File: config.mk
export PLATFORM = sky130hd
export DESIGN_NAME = phase_sequencer
export DESIGN_NICKNAME = d
export VERILOG_FILES = /design/src/rtl/phase_sequencer.sv
export SDC_FILE = /design/constraint.sdc
export NUM_CORES = 1
export LEC_CHECK = 0
export ABC_AREA = 1
export CORE_AREA = 2 2 93 59
export DETAILED_ROUTE_END_ITERATION = 16
export DIE_AREA = 0 0 95 61
export GPL_TIMING_DRIVEN = 1
export PLACE_DENSITY = 0.68
export SYNTH_ARGS = -nofsm -noshare
export SYNTH_HDL_FRONTEND = slang
export SYNTH_SLANG_ARGS = --single-unit
File: constraint.sdc
create_clock -name clk -period 1.3 [get_ports clk]
set_input_delay 0.13 -clock clk [delete_from_list [all_inputs] [get_ports clk]]
set_output_delay 0.13 -clock clk [all_outputs]
set_load 0.005 [all_outputs]
File: src/rtl/phase_sequencer.sv
// Instruction-phase controller: walks NUM_PHASES enable/done handshakes per instruction,
// with single-step issue, per-phase WAIT timeout, retired-instruction count and halt/fault hold.
//
// state  | meaning
// IDLE   | waiting for run (and step when step_mode=1)
// ISSUE  | one-cycle phase_en[k] pulse, WAIT timer cleared
// WAIT   | waiting for phase_done from unit k, timer running
// RETIRE | instruction complete, retired count bumped, exit_req sampled
// HALT   | stopped by exit_req, held until clr
// FAULT  | phase k exceeded TIMEOUT WAIT cycles, held until clr
module phase_sequencer #(
   parameter int NUM_PHASES = 3,
   parameter int CNT_W      = 16,
   parameter int TIMEOUT    = 255
) (
   input  logic                          clk,
   input  logic                          rstn,
   input  logic                          run,
   input  logic                          step_mode,
   input  logic                          step,
   input  logic                          clr,
   input  logic                          phase_done,
   input  logic                          exit_req,
   output logic [NUM_PHASES-1:0]         phase_en,
   output logic [$clog2(NUM_PHASES)-1:0] phase_idx,
   output logic                          busy,
   output logic                          halted,
   output logic                          timeout_err,
   output logic [CNT_W-1:0]              retired
);

   localparam int                    IDX_W = $clog2(NUM_PHASES);
   localparam logic [IDX_W-1:0]      LAST  = IDX_W'(NUM_PHASES - 1);
   localparam logic [15:0]           TO_M1 = 16'(TIMEOUT - 1);
   localparam logic [NUM_PHASES-1:0] ONE   = NUM_PHASES'(1);

   typedef enum logic [2:0] {
      S_IDLE,
      S_ISSUE,
      S_WAIT,
      S_RETIRE,
      S_HALT,
      S_FAULT
   } state_t;

   state_t           state, state_d;
   logic [IDX_W-1:0] k, k_d;
   logic [15:0]      timer, timer_d;
   logic [CNT_W-1:0] retired_d;

   always_ff @(posedge clk or negedge rstn) begin
      if (!rstn) begin
         state   <= S_IDLE;
         k       <= '0;
         timer   <= '0;
         retired <= '0;
      end else begin
         state   <= state_d;
         k       <= k_d;
         timer   <= timer_d;
         retired <= retired_d;
      end
   end

   always_comb begin
      state_d   = state;
      k_d       = k;
      timer_d   = timer;
      retired_d = retired;
      case (state)
         S_IDLE: begin
            if (run && (!step_mode || step)) begin
               state_d = S_ISSUE;
               k_d     = '0;
            end
         end
         S_ISSUE: begin
            timer_d = '0;
            state_d = S_WAIT;
         end
         S_WAIT: begin
            timer_d = timer + 16'd1;
            // a done arriving on the final allowed cycle takes priority over the fault
            if (phase_done) begin
               if (k == LAST) begin
                  state_d = S_RETIRE;
               end else begin
                  k_d     = k + 1'b1;
                  state_d = S_ISSUE;
               end
            end else if ((TIMEOUT != 0) && (timer == TO_M1)) begin
               state_d = S_FAULT;
            end
         end
         S_RETIRE: begin
            retired_d = retired + 1'b1;
            k_d       = '0;
            if (exit_req) begin
               state_d = S_HALT;
            end else if (run && !step_mode) begin
               state_d = S_ISSUE;
            end else begin
               state_d = S_IDLE;
            end
         end
         S_HALT, S_FAULT: begin
            if (clr) begin
               state_d = S_IDLE;
               k_d     = '0;
            end
         end
         default: begin
            state_d = S_IDLE;
            k_d     = '0;
         end
      endcase
   end

   assign phase_en    = (state == S_ISSUE) ? (ONE << k) : '0;
   assign phase_idx   = k;
   assign busy        = (state == S_ISSUE) || (state == S_WAIT) || (state == S_RETIRE);
   assign halted      = (state == S_HALT);
   assign timeout_err = (state == S_FAULT);

endmodule

Word-level counts from Yosys, hierarchy flattened:

Index checks and enable logic that the tools add are counted.

* bits in registers: 37
* output and inout port bits: 24
* logic and storage cells: 47

* add/sub/neg operators: 3
* equal/unequal tests: 12
* shifts and indexed selects: 1
* multiplexer cells: 15
* bitwise logic cells: 1
* reduce and logical (&&, ||, !) cells: 11

Operator list (number)
* 16-bit by 1-bit adder with 16-bit output, second input constant: 2
* 16-bit case mux with 2 select lines: 1
* 3-bit two-way mux: 6
* 16-bit by 8-bit equality test with 1-bit output, second input constant: 1
* 3-bit case mux with 5 select lines: 1
* 2-bit two-way mux: 5
* 2-bit != test, second input constant: 4
* 2-bit case mux with 4 select lines: 1
* 3-bit by 2-bit equality test with 1-bit output, second input constant: 2
* 3-bit equality test, second input constant: 2
* 5-bit AND reduction: 1
* 3-bit by 1-bit equality test with 1-bit output, second input constant: 1
* 3-bit logical NOT: 1
* 1-bit logical OR: 3
* 3-bit != test, second input constant: 1
* 3-bit AND reduction: 1
* 1-bit by 2-bit left shift with 3-bit output, first input constant: 1
* 2-bit by 1-bit adder with 2-bit output, second input constant: 1
* 2-bit equality test, second input constant: 1
* 1-bit logical AND: 2
* 2-bit nonzero test: 1
* 2-bit OR reduction: 1
* 1-bit logical NOT: 1
* 1-bit two-way mux: 1
* 1-bit NOT: 1

Depth between registers and ports, before layout:

Gate-level depths: netlist (run 1).

* word-level depth: 5
* depth in mapped cells: 10
* mapped depth without buffers: 10

Least setup slack after synthesis (run 1):

Ideal clock, no wire load.

* path type: register to register
* start: register retired[0]
* end: register retired[14]
* arrival: 1.158 ns
* path slack: 0.025 ns
* stages on the path, launching flop included: 9
* path buffers: 0
* clock period less this slack: 1.275 ns
* path through: dfrtp_1 -> ha_1 -> nand3_1 -> nor2_4 -> nand2_2 -> nor2_4 -> nand2_1 -> nand2_1 -> nand2_1

* word-level cells in the longest chain between the ends: 1

RTL lines
* start, declared: RTL line 29 `output logic [CNT_W-1:0] retired`
* start signal, assigned: RTL line 61 `retired <= retired_d;`
* 16-bit by 1-bit adder with 16-bit output: RTL line 96 `retired_d = retired + 1'b1;`

Every way passes these cells.
A chain may end at the register's enable or synchronous reset.

Final worst setup path (run 1):

* start: register retired[0]
* end: register retired[8]

The elaborated chain is that of the path after synthesis.

==> flow_metrics.tcl, run 1 <==
set metrics [dict create \
    switching_share 0.366 \
    hold_class "in -> async" \
    fin_cells 477 \
    power.total_mw 5.08 \
    violations "negative setup slack" \
    grt_pass1_vias 2146 \
    rsz0062_at_grt "true" \
    grt_max_degree 24 \
    crit_required_ps 1480 \
    core_mm2 0.00493 \
    intPower_mw 3.22 \
    ys_seq_elements 37 \
    areaGrowthSynthToFinish_pct 60.1 \
    netlist_area_mm2 0.00219 \
    setup-tns-final_ps -456 \
    drt-total-wl_um 6380 \
    ant_nets 0 \
    grt.overflow.total 0 \
    cp-start-kind "register" \
    syn_avg_cell_area_um2 7.10 \
    clock_latency_ps 290 \
    skew_ps 6.61 \
    crit_type "reg -> reg" \
    tightest_slew_ps 395 \
    timing.slew.headroom 0.736 \
    power.share.clock 0.235 \
    setup.worst_path.end_class "register" \
    start_util 0.445 \
    clk_pin_slew_ps 80 \
    cts_max_level 2 \
    ys_warn_count 0 \
    dieArea_mm2 0.00580 \
    critPathSlowestCell "dfrtp_1" \
    drc 0 \
    pwr_density_cell_mw_per_mm2 1450 \
    ys_seq_area_frac 0.422 \
    drt_iter0_markers 109 \
    drv_cap 0 \
    synth_cell_type_count 21 \
    fp.dieH_um 61 \
    cts.sinks 37 \
    period_minus_slack_ps 1350 \
    fin_area_mm2 0.00351 \
    place_area_mm2 0.00283 \
    port_buffers 31 \
    grt_use_total 0.226 \
    drive_gt1_frac 0.372 \
    utilization 0.712 \
    grt_pass1_wl_um 9840 \
    die_x_um 95 \
    top_usage_layer "met2" \
    vias 2281 \
    cts_tree "built" \
    met1_usage 0.319 \
    critPathMaxFanout 3 \
    pwr-share-comb 0.487 \
    root_buffer "clkbuf_8" \
    insertedDiodeCount 0 \
    drv_slew 0 \
    max-vdd-ir-drop_v 0.000947 \
    fin_crit_sh 1.04 \
    outcome "finished with violations" \
    cts_buffers 5 \
    fmax_mhz 738 \
    row_count 20 \
    grtUsageMet2 0.347 \
    hold_viol 0 \
    firstDrtPassIters 5 \
    syn_inst 309 \
    max_stage_delay_ps 400 \
    power_switching_mw 1.86 \
    io_pins 32 \
    nFillCells 344 \
    final-setup-viol-count 16 \
    ctsLongestPathBuffers 2 \
    fin_nets 424 \
    leakage_nw 1.90 \
    gr-usage-met3 0.0509 \
    wire_per_inst_um 13.4 \
    arrival_ps 1540 \
    antenna_found_initial 0 \
    hpwl_um 4100 \
    synth_nets 323 \
    viasPerCell 4.78 \
    dp.cells 437 \
    seqPwrFrac 0.278 \
    crit_chain "ha_2, nand3_4, nor2_4, buf_4, nand4_1, xnor2_1" \
    globalplace.congestion 0.862 \
    finalWorstSetupSlack_ps -54.8 \
]
## layout by cell type (no fill, tap or decap), types with 4 or more instances in the layout
cell / instances
nor2_1: 25
ha_4: 4
inv_1: 37
nand3_4: 4
nand3_2: 4
clkdlybuf4s50_1: 8
xnor2_1: 6
nor2_2: 11
nand2_1: 86
nand4_1: 5
buf_4: 52
o21ai_0: 9
nor2_4: 12
o21ai_1: 4
clkbuf_8: 5
dlymetal6s2s_1: 9
buf_2: 7
nand3_1: 18
inv_2: 10
nand2_2: 9
xor2_1: 7
nand2_4: 4
dfrtp_1: 34
buf_6: 11
## what timing repair did
item	in CTS	in global routing
setup endpoints to repair	46	51
resized for setup	78	70
setup buffers	23	8
gates cloned	0	0
hold buffers	1	0
pin swaps	11	22
endpoints found under the hold margin	14	0
## power by group through the flow
stage / Sequential, mW / Combinational [mW] / Clock (mW)
final: 1.41 / 2.47 / 1.19
after global placement: 1.40 / 1.70 / 0
after CTS: 1.41 / 1.95 / 1.22
after floorplan: 1.45 / 0.734 / 0
after detailed placement: 1.41 / 1.72 / 0
after global routing: 1.42 / 2.69 / 1.27
## area by class of cell
class / count / area [um^2] / area share
Clock inverter: 3 / 65.1 / 0.0185
Timing Repair Buffer: 96 / 823 / 0.234
Inverter: 50 / 195 / 0.0556
Sequential cell: 37 / 930 / 0.265
Clock buffer: 5 / 68.8 / 0.0196
Tap cell: 66 / 82.6 / 0.0235
Multi-Input combinational cell: 220 / 1350 / 0.383
## registers in the layout, summed over array words and instances, names as in the netlist
register,flops
phase_idx,2
timer,16
retired,16
state,3
## critical path, delay by kind of cell, from the launching register on
kind / cells / cell delay (ps)
xor+xnor: 1 / 140
flops: 1 / 400
buf+inv: 1 / 140
fa+ha+maj: 1 / 230
simple gates: 3 / 340
## cell usage after synthesis
| cell | number | share of area |
|---|---|---|
| nand2_1 | 98 | 0.17 |
| inv_1 | 48 | 0.082 |
| nor2_1 | 44 | 0.075 |
| dfrtp_1 | 37 | 0.42 |
| nand3_1 | 25 | 0.057 |
| o21ai_0 | 14 | 0.032 |
| xor2_1 | 7 | 0.028 |
| ha_1 | 6 | 0.034 |
| xnor2_1 | 6 | 0.024 |
| nand4_1 | 5 | 0.014 |
| a21oi_1 | 3 | 0.0068 |
| nor2_4 | 3 | 0.015 |
| buf_2 | 2 | 0.0046 |
| inv_2 | 2 | 0.0034 |
| nand3b_1 | 2 | 0.0068 |
| o22ai_1 | 2 | 0.0057 |
| nand2_2 | 1 | 0.0029 |
| nand3_4 | 1 | 0.0080 |
| nor2_2 | 1 | 0.0029 |
| nor3_1 | 1 | 0.0023 |
| nor3_2 | 1 | 0.0046 |
## per-layer routing
layer	vias up	part of all wire
li1	1156	-
met4	0	0.011
met5	-	0
met2	51	0.46
met1	1066	0.48
met3	8	0.050
## final timing paths
| check | start | endpoint | slack [ps] | cells past startpoint |
|---|---|---|---|---|
| max | retired[0] | retired[8] | -50 | 6 |
| min | rstn | phase_idx[0] | 280 | 2 |
| max reg2reg | retired[0] | retired[8] | -50 | 6 |
| min reg2reg | timer[11] | timer[11] | 550 | 2 |
| max in group asynchronous | rstn | retired[6] | 550 | 3 |
| min in group clk | exit_req | state[2] | 480 | 3 |
## cell families (layout without fill, tap and decap cells)
logic type | Yosys count | after routing | synth area share
XOR/XNOR | 13 | 13 | 0.0519
buffers and inverters | 52 | 154 | 0.0901
adder cells (fa/ha/maj) | 6 | 6 | 0.0342
flip-flops | 37 | 37 | 0.422
AO/OA/AOI/OAI | 19 | 19 | 0.0445
AND/OR/NAND/NOR | 182 | 182 | 0.357
## per-stage QoR
step | hold slack (ps) | worst slack (ps)
floorplan | -166 | 25.2
global placement | 73.5 | -99.8
detailed placement | 74.4 | -127
CTS | 284 | -49.1
global route | 309 | -147
finish | 285 | -54.8
(Power assumes the default switching activity.)
==> inputs of run 2 (changes only) <==
--- a/config.mk
+++ b/config.mk
@@ -11,6 +11,7 @@
 export DIE_AREA = 0 0 95 61
 export GPL_TIMING_DRIVEN = 1
 export PLACE_DENSITY = 0.68
+export REMOVE_ABC_BUFFERS = 1
 export SYNTH_ARGS = -nofsm -noshare
 export SYNTH_HDL_FRONTEND = slang
 export SYNTH_SLANG_ARGS = --single-unit
==> run 2 against run 1 <==
Compared with the run above: the flow still finishes with violations (negative setup slack); largest cell class unchanged; sequential share of layout area fell by 1.1 points; power rose by 6.6%; highest routed layer unchanged; wire length rose by 14%; setup slack got worse by 150 ps; first-iteration DRC count rose by 32%; final area rose by 4.4%; die area did not move; fmax fell by 10%; critical path type unchanged; critical path depth rose by 3.
==> flow_metrics.tcl, run 2 (synthesized netlist as in run 1, its figures left out) <==
set metrics [dict create \
    drc 0 \
    ant_nets 0 \
    fmax_mhz 663 \
    cts.sinks 37 \
    drv_cap 0 \
    outcome "finished with violations" \
    dp.cells 441 \
    fin_nets 434 \
    die_x_um 95 \
    core_mm2 0.00493 \
    arrival_ps 1690 \
    final_cell_mix "85 x nand2_1, 54 x buf_4, 36 x inv_1" \
    grt_max_degree 23 \
    crit_required_ps 1480 \
    leakage_nw 1.99 \
    hold_class "in -> async" \
    place_ws_ps -170 \
    start_util 0.445 \
    timing.slew.headroom 0.722 \
    cts_buffers 5 \
    layout_commonest_cell "nand2_1" \
    hpwl_um 4060 \
    reg2reg_from "state[2]" \
    crit_type "reg -> reg" \
    grt_pass1_vias 2123 \
    cts_tree "built" \
    dieArea_mm2 0.00580 \
    cp_common_cell "nand2_1" \
    pwr_density_cell_mw_per_mm2 1480 \
    rsz0062_at_grt "true" \
    io_pins 32 \
    crit_chain "inv_2, buf_6, nand3_4, nor2_4, nand2_4, nor2_4, nand2_1, nand2_1, nand2_1" \
    cp-start-kind "register" \
    clk_pin_slew_ps 90 \
    max_stage_delay_ps 410 \
    globalplace.congestion 0.829 \
    ctsLongestPathBuffers 2 \
    wire_per_inst_um 14.9 \
    reg_top3 "retired (16), timer (16), state (3)" \
    drt-total-wl_um 7250 \
    grt.overflow.total 0 \
    drive_gt1_frac 0.404 \
    vias 2448 \
    root_buffer "clkbuf_8" \
    nFillCells 329 \
    final-setup-viol-count 41 \
    setup.worst_path.end_class "register" \
    hold_viol 0 \
    violations "negative setup slack" \
    row_count 20 \
    period_minus_slack_ps 1510 \
    tightest_slew_ps 417 \
    antenna_found_initial 0 \
    critPathMaxFanout 4 \
    areaGrowthSynthToFinish_pct 67.1 \
    fin_cells 487 \
    crit_buf_inv 2 \
    port_buffers 31 \
    drv_slew 0 \
    crit_family "simple AND/OR/NAND/NOR gates" \
    finalWorstSetupSlack_ps -208 \
    firstDrtPassIters 4 \
    grt_use_total 0.226 \
    cts_max_level 2 \
    critPathSlowestCell "dfrtp_1" \
    max-vdd-ir-drop_v 0.000916 \
    fp.dieH_um 61 \
    fin_crit_sh 1.16 \
    grt_pass1_wl_um 9940 \
    drt_iter0_markers 144 \
    utilization 0.744 \
    skew_ps 11.3 \
    crit_path_start "state[2]" \
    clock_latency_ps 300 \
    viasPerCell 5.03 \
    insertedDiodeCount 0 \
]
-- run 2: changes by cell type in the layout (fill, tap and decap cells not counted), sizes merged --
cell	previous run	this run
buf	71	80
dlygate4sd2	3	6
clkbuf	8	7
clkdlybuf4s50	8	7
-- run 2: path summary, 6_finish.rpt --
check                              endpoint  slack, ps  cells past startpoint
min in group clk                   state[1]        470                      3
worst min-delay path            retired[15]        290                      2
worst max register to register  retired[14]       -210                      9
worst min register to register  retired[14]        530                      2
max in group asynchronous          state[0]        540                      3
worst max-delay path            retired[14]       -210                      9
-- run 2: per-stage QoR --
stage                     instance area (um^2)  power (mW)  setup TNS (ps)  hold slack (ps)
after floorplan                           2180        2.17           -1270             -166
after global placement                    2860        3.04            -911             83.6
after detailed placement                  2860        3.06           -1810             86.7
after CTS                                 3290        4.61            -590              302
after global routing                      3670        5.70           -5420              314
final                                     3670        5.41           -2920              289
-- run 2: where the power goes --
group	switching [mW]	internal (mW)
sequential	0.142	1.29
combinational	1.40	1.35
clock	0.468	0.763
-- run 2: final cells by class --
type / count / area (um^2) / area share
Clock buffer: 5 / 68.8 / 0.0188
Sequential cell: 37 / 931 / 0.254
Clock inverter: 3 / 65.1 / 0.0177
Tap cell: 66 / 82.6 / 0.0225
Multi-Input combinational cell: 220 / 1370 / 0.373
Timing Repair Buffer: 106 / 955 / 0.260
Inverter: 50 / 198 / 0.0539
-- run 2: worst reg2reg max path: stages (launching register included) --
cell	delay [ps]
dfrtp_1	410
inv_2	110
buf_6	110
nand3_4	110
nor2_4	200
nand2_4	90
nor2_4	170
nand2_1	70
nand2_1	60
nand2_1	60
-- run 2: repair_timing --
item | 4_1_cts | 5_1_grt
hold buffers | 1 | 0
hold endpoints to repair | 15 | 0
resized for setup | 68 | 103
pin swaps | 4 | 22
setup buffers | 25 | 13
cloned | 0 | 0
setup endpoints to repair | 52 | 53
-- run 2: layer usage --
layer  vias to the layer above  track usage  share of wire
met5                         -            0              0
met4                         0       0.0559          0.018
met3                        15       0.0435          0.061
met2                        91        0.364           0.49
met1                      1168        0.319           0.43
li1                       1174            -              -
==> inputs of run 3 (changes only) <==
--- a/config.mk
+++ b/config.mk
@@ -9,7 +9,7 @@
 export CORE_AREA = 2 2 93 59
 export DETAILED_ROUTE_END_ITERATION = 16
 export DIE_AREA = 0 0 95 61
-export GPL_TIMING_DRIVEN = 1
+export GPL_TIMING_DRIVEN = 0
 export PLACE_DENSITY = 0.68
 export REMOVE_ABC_BUFFERS = 1
 export SYNTH_ARGS = -nofsm -noshare
==> run 3 against run 2 <==
Compared with the run above: the run still ends with negative setup slack left; combinational power fell by 13%; sequential power barely moved; power fell by 15%; flip-flop and latch count did not move; utilization fell by 5.8 points; setup slack improved by 150 ps; largest cell class unchanged; die area did not move; clock power fell by 36%.
==> flow_metrics.tcl, run 3 (synthesized netlist as in run 1, its figures left out) <==
set metrics [dict create \
    outcome "finished with violations" \
    violations "negative setup slack" \
    leakage_nw 1.81 \
    cts_tree "built" \
    die_x_um 95 \
    cp-start-kind "register" \
    insertedDiodeCount 0 \
    grt_pass1_vias 2024 \
    core_mm2 0.00493 \
    grt_pass1_wl_um 9400 \
    ctsLongestPathBuffers 2 \
    period_minus_slack_ps 1360 \
    firstDrtPassIters 4 \
    power.total_mw 4.59 \
    grt_use_total 0.213 \
    grt_max_degree 38 \
    skew_ps 7.99 \
    ant_nets 0 \
    rsz0062_at_grt "true" \
    drc 0 \
    cts_max_level 2 \
    final-setup-viol-count 16 \
    place_area_mm2 0.00257 \
    fin_crit_sh 1.05 \
    tightest_slew_ps 528 \
    fmax_mhz 734 \
    hold_slack_ps 380 \
    cts.sinks 37 \
    fp.dieH_um 61 \
    fin_area_mm2 0.00338 \
    root_buffer "clkbuf_8" \
    crit_required_ps 1490 \
    vias 2300 \
    finalWorstSetupSlack_ps -62.3 \
    hpwl_um 3690 \
    reg_top3 "retired (16), timer (16), state (3)" \
    crit_type "reg -> reg" \
    timing.slew.headroom 0.648 \
    final_cell_mix "83 x nand2_1, 38 x inv_1, 36 x buf_4" \
    wire_per_inst_um 13.6 \
    cts_buffers 5 \
    antenna_found_initial 0 \
    critPathMaxFanout 4 \
    setup.worst_path.end_class "register" \
    areaGrowthSynthToFinish_pct 54.1 \
    drive_gt1_frac 0.353 \
    start_util 0.445 \
    dp.cells 404 \
    layout_commonest_cell "nand2_1" \
    globalplace.congestion 0.776 \
    grt.overflow.total 0 \
    fin_cells 463 \
    fin_nets 410 \
    drt_iter0_markers 113 \
    io_pins 32 \
    drt-total-wl_um 6310 \
    drv_slew 0 \
    row_count 20 \
    viasPerCell 4.97 \
    clock_latency_ps 290 \
    utilization 0.686 \
    dieArea_mm2 0.00580 \
    hold_class "in -> async" \
    arrival_ps 1550 \
    max-vdd-ir-drop_v 0.000937 \
    port_buffers 31 \
    drv_cap 0 \
    clk_pin_slew_ps 80 \
    hold_viol 0 \
    pwr_density_cell_mw_per_mm2 1360 \
]
run 3: layout make-up:
| type | instances | area [um^2] |
|---|---|---|
| fill | 381 | 1550 |
| tap | 66 | 82.6 |
| multi-input combinational | 220 | 1340 |
| clock inverter | 2 | 10.0 |
| inverter | 50 | 200 |
| timing repair buffer | 82 | 741 |
| clock buffer | 6 | 72.6 |
| sequential | 37 | 933 |
run 3: where the power goes:
group / total (mW) / switching (mW) / internal (mW)
registers: 1.42 / 0.132 / 1.29
clock network: 0.784 / 0.412 / 0.372
logic: 2.38 / 1.30 / 1.08
total: 4.59 / 1.84 / 2.75
run 3: per-layer routing:
layer | vias up | wire length [um] | global-route usage | share of wire
li1 | 1133 | - | - | -
met1 | 1096 | 3010 | 0.310 | 0.48
met2 | 63 | 2920 | 0.328 | 0.46
met3 | 8 | 322 | 0.0522 | 0.051
met4 | 0 | 58 | 0.0435 | 0.0092
met5 | - | 0 | 0 | 0
run 3: timing repair:
item	CTS	global route
buffers inserted	37	14
pin swaps	14	20
endpoints found under the setup margin	53	47
hold buffers	1	0
resized for setup	81	77
endpoints found under the hold margin	37	0
run 3: critical path, cell delays in order, from the launching register on:
cell     delay (ps)
dfrtp_1         400
inv_2           100
buf_6           100
nand3_4         100
nor2_4          160
nand2_2         110
nor2_4          130
nand2_1          60
nand2_1          50
nand2_1          50
run 3: stage by stage:
step / TNS, ps / setup WS (ps)
after floorplan: -1270 / -236
after global placement: -44210 / -895
after detailed placement: -11290 / -637
after CTS: -232 / -62.8
after global routing: -2260 / -166
final: -512 / -62.3
run 3: path summary, 6_finish.rpt:
kind / start / end / slack (ps) / cells after the start
hold reg to reg: retired[14] / retired[14] / 500 / 2
setup reg to reg: state[2] / retired[14] / -60 / 9
min in group clk: exit_req / state[2] / 490 / 3
setup / recovery: state[2] / retired[14] / -60 / 9
hold / removal: rstn / timer[12] / 380 / 2
max in group asynchronous: rstn / retired[6] / 530 / 2
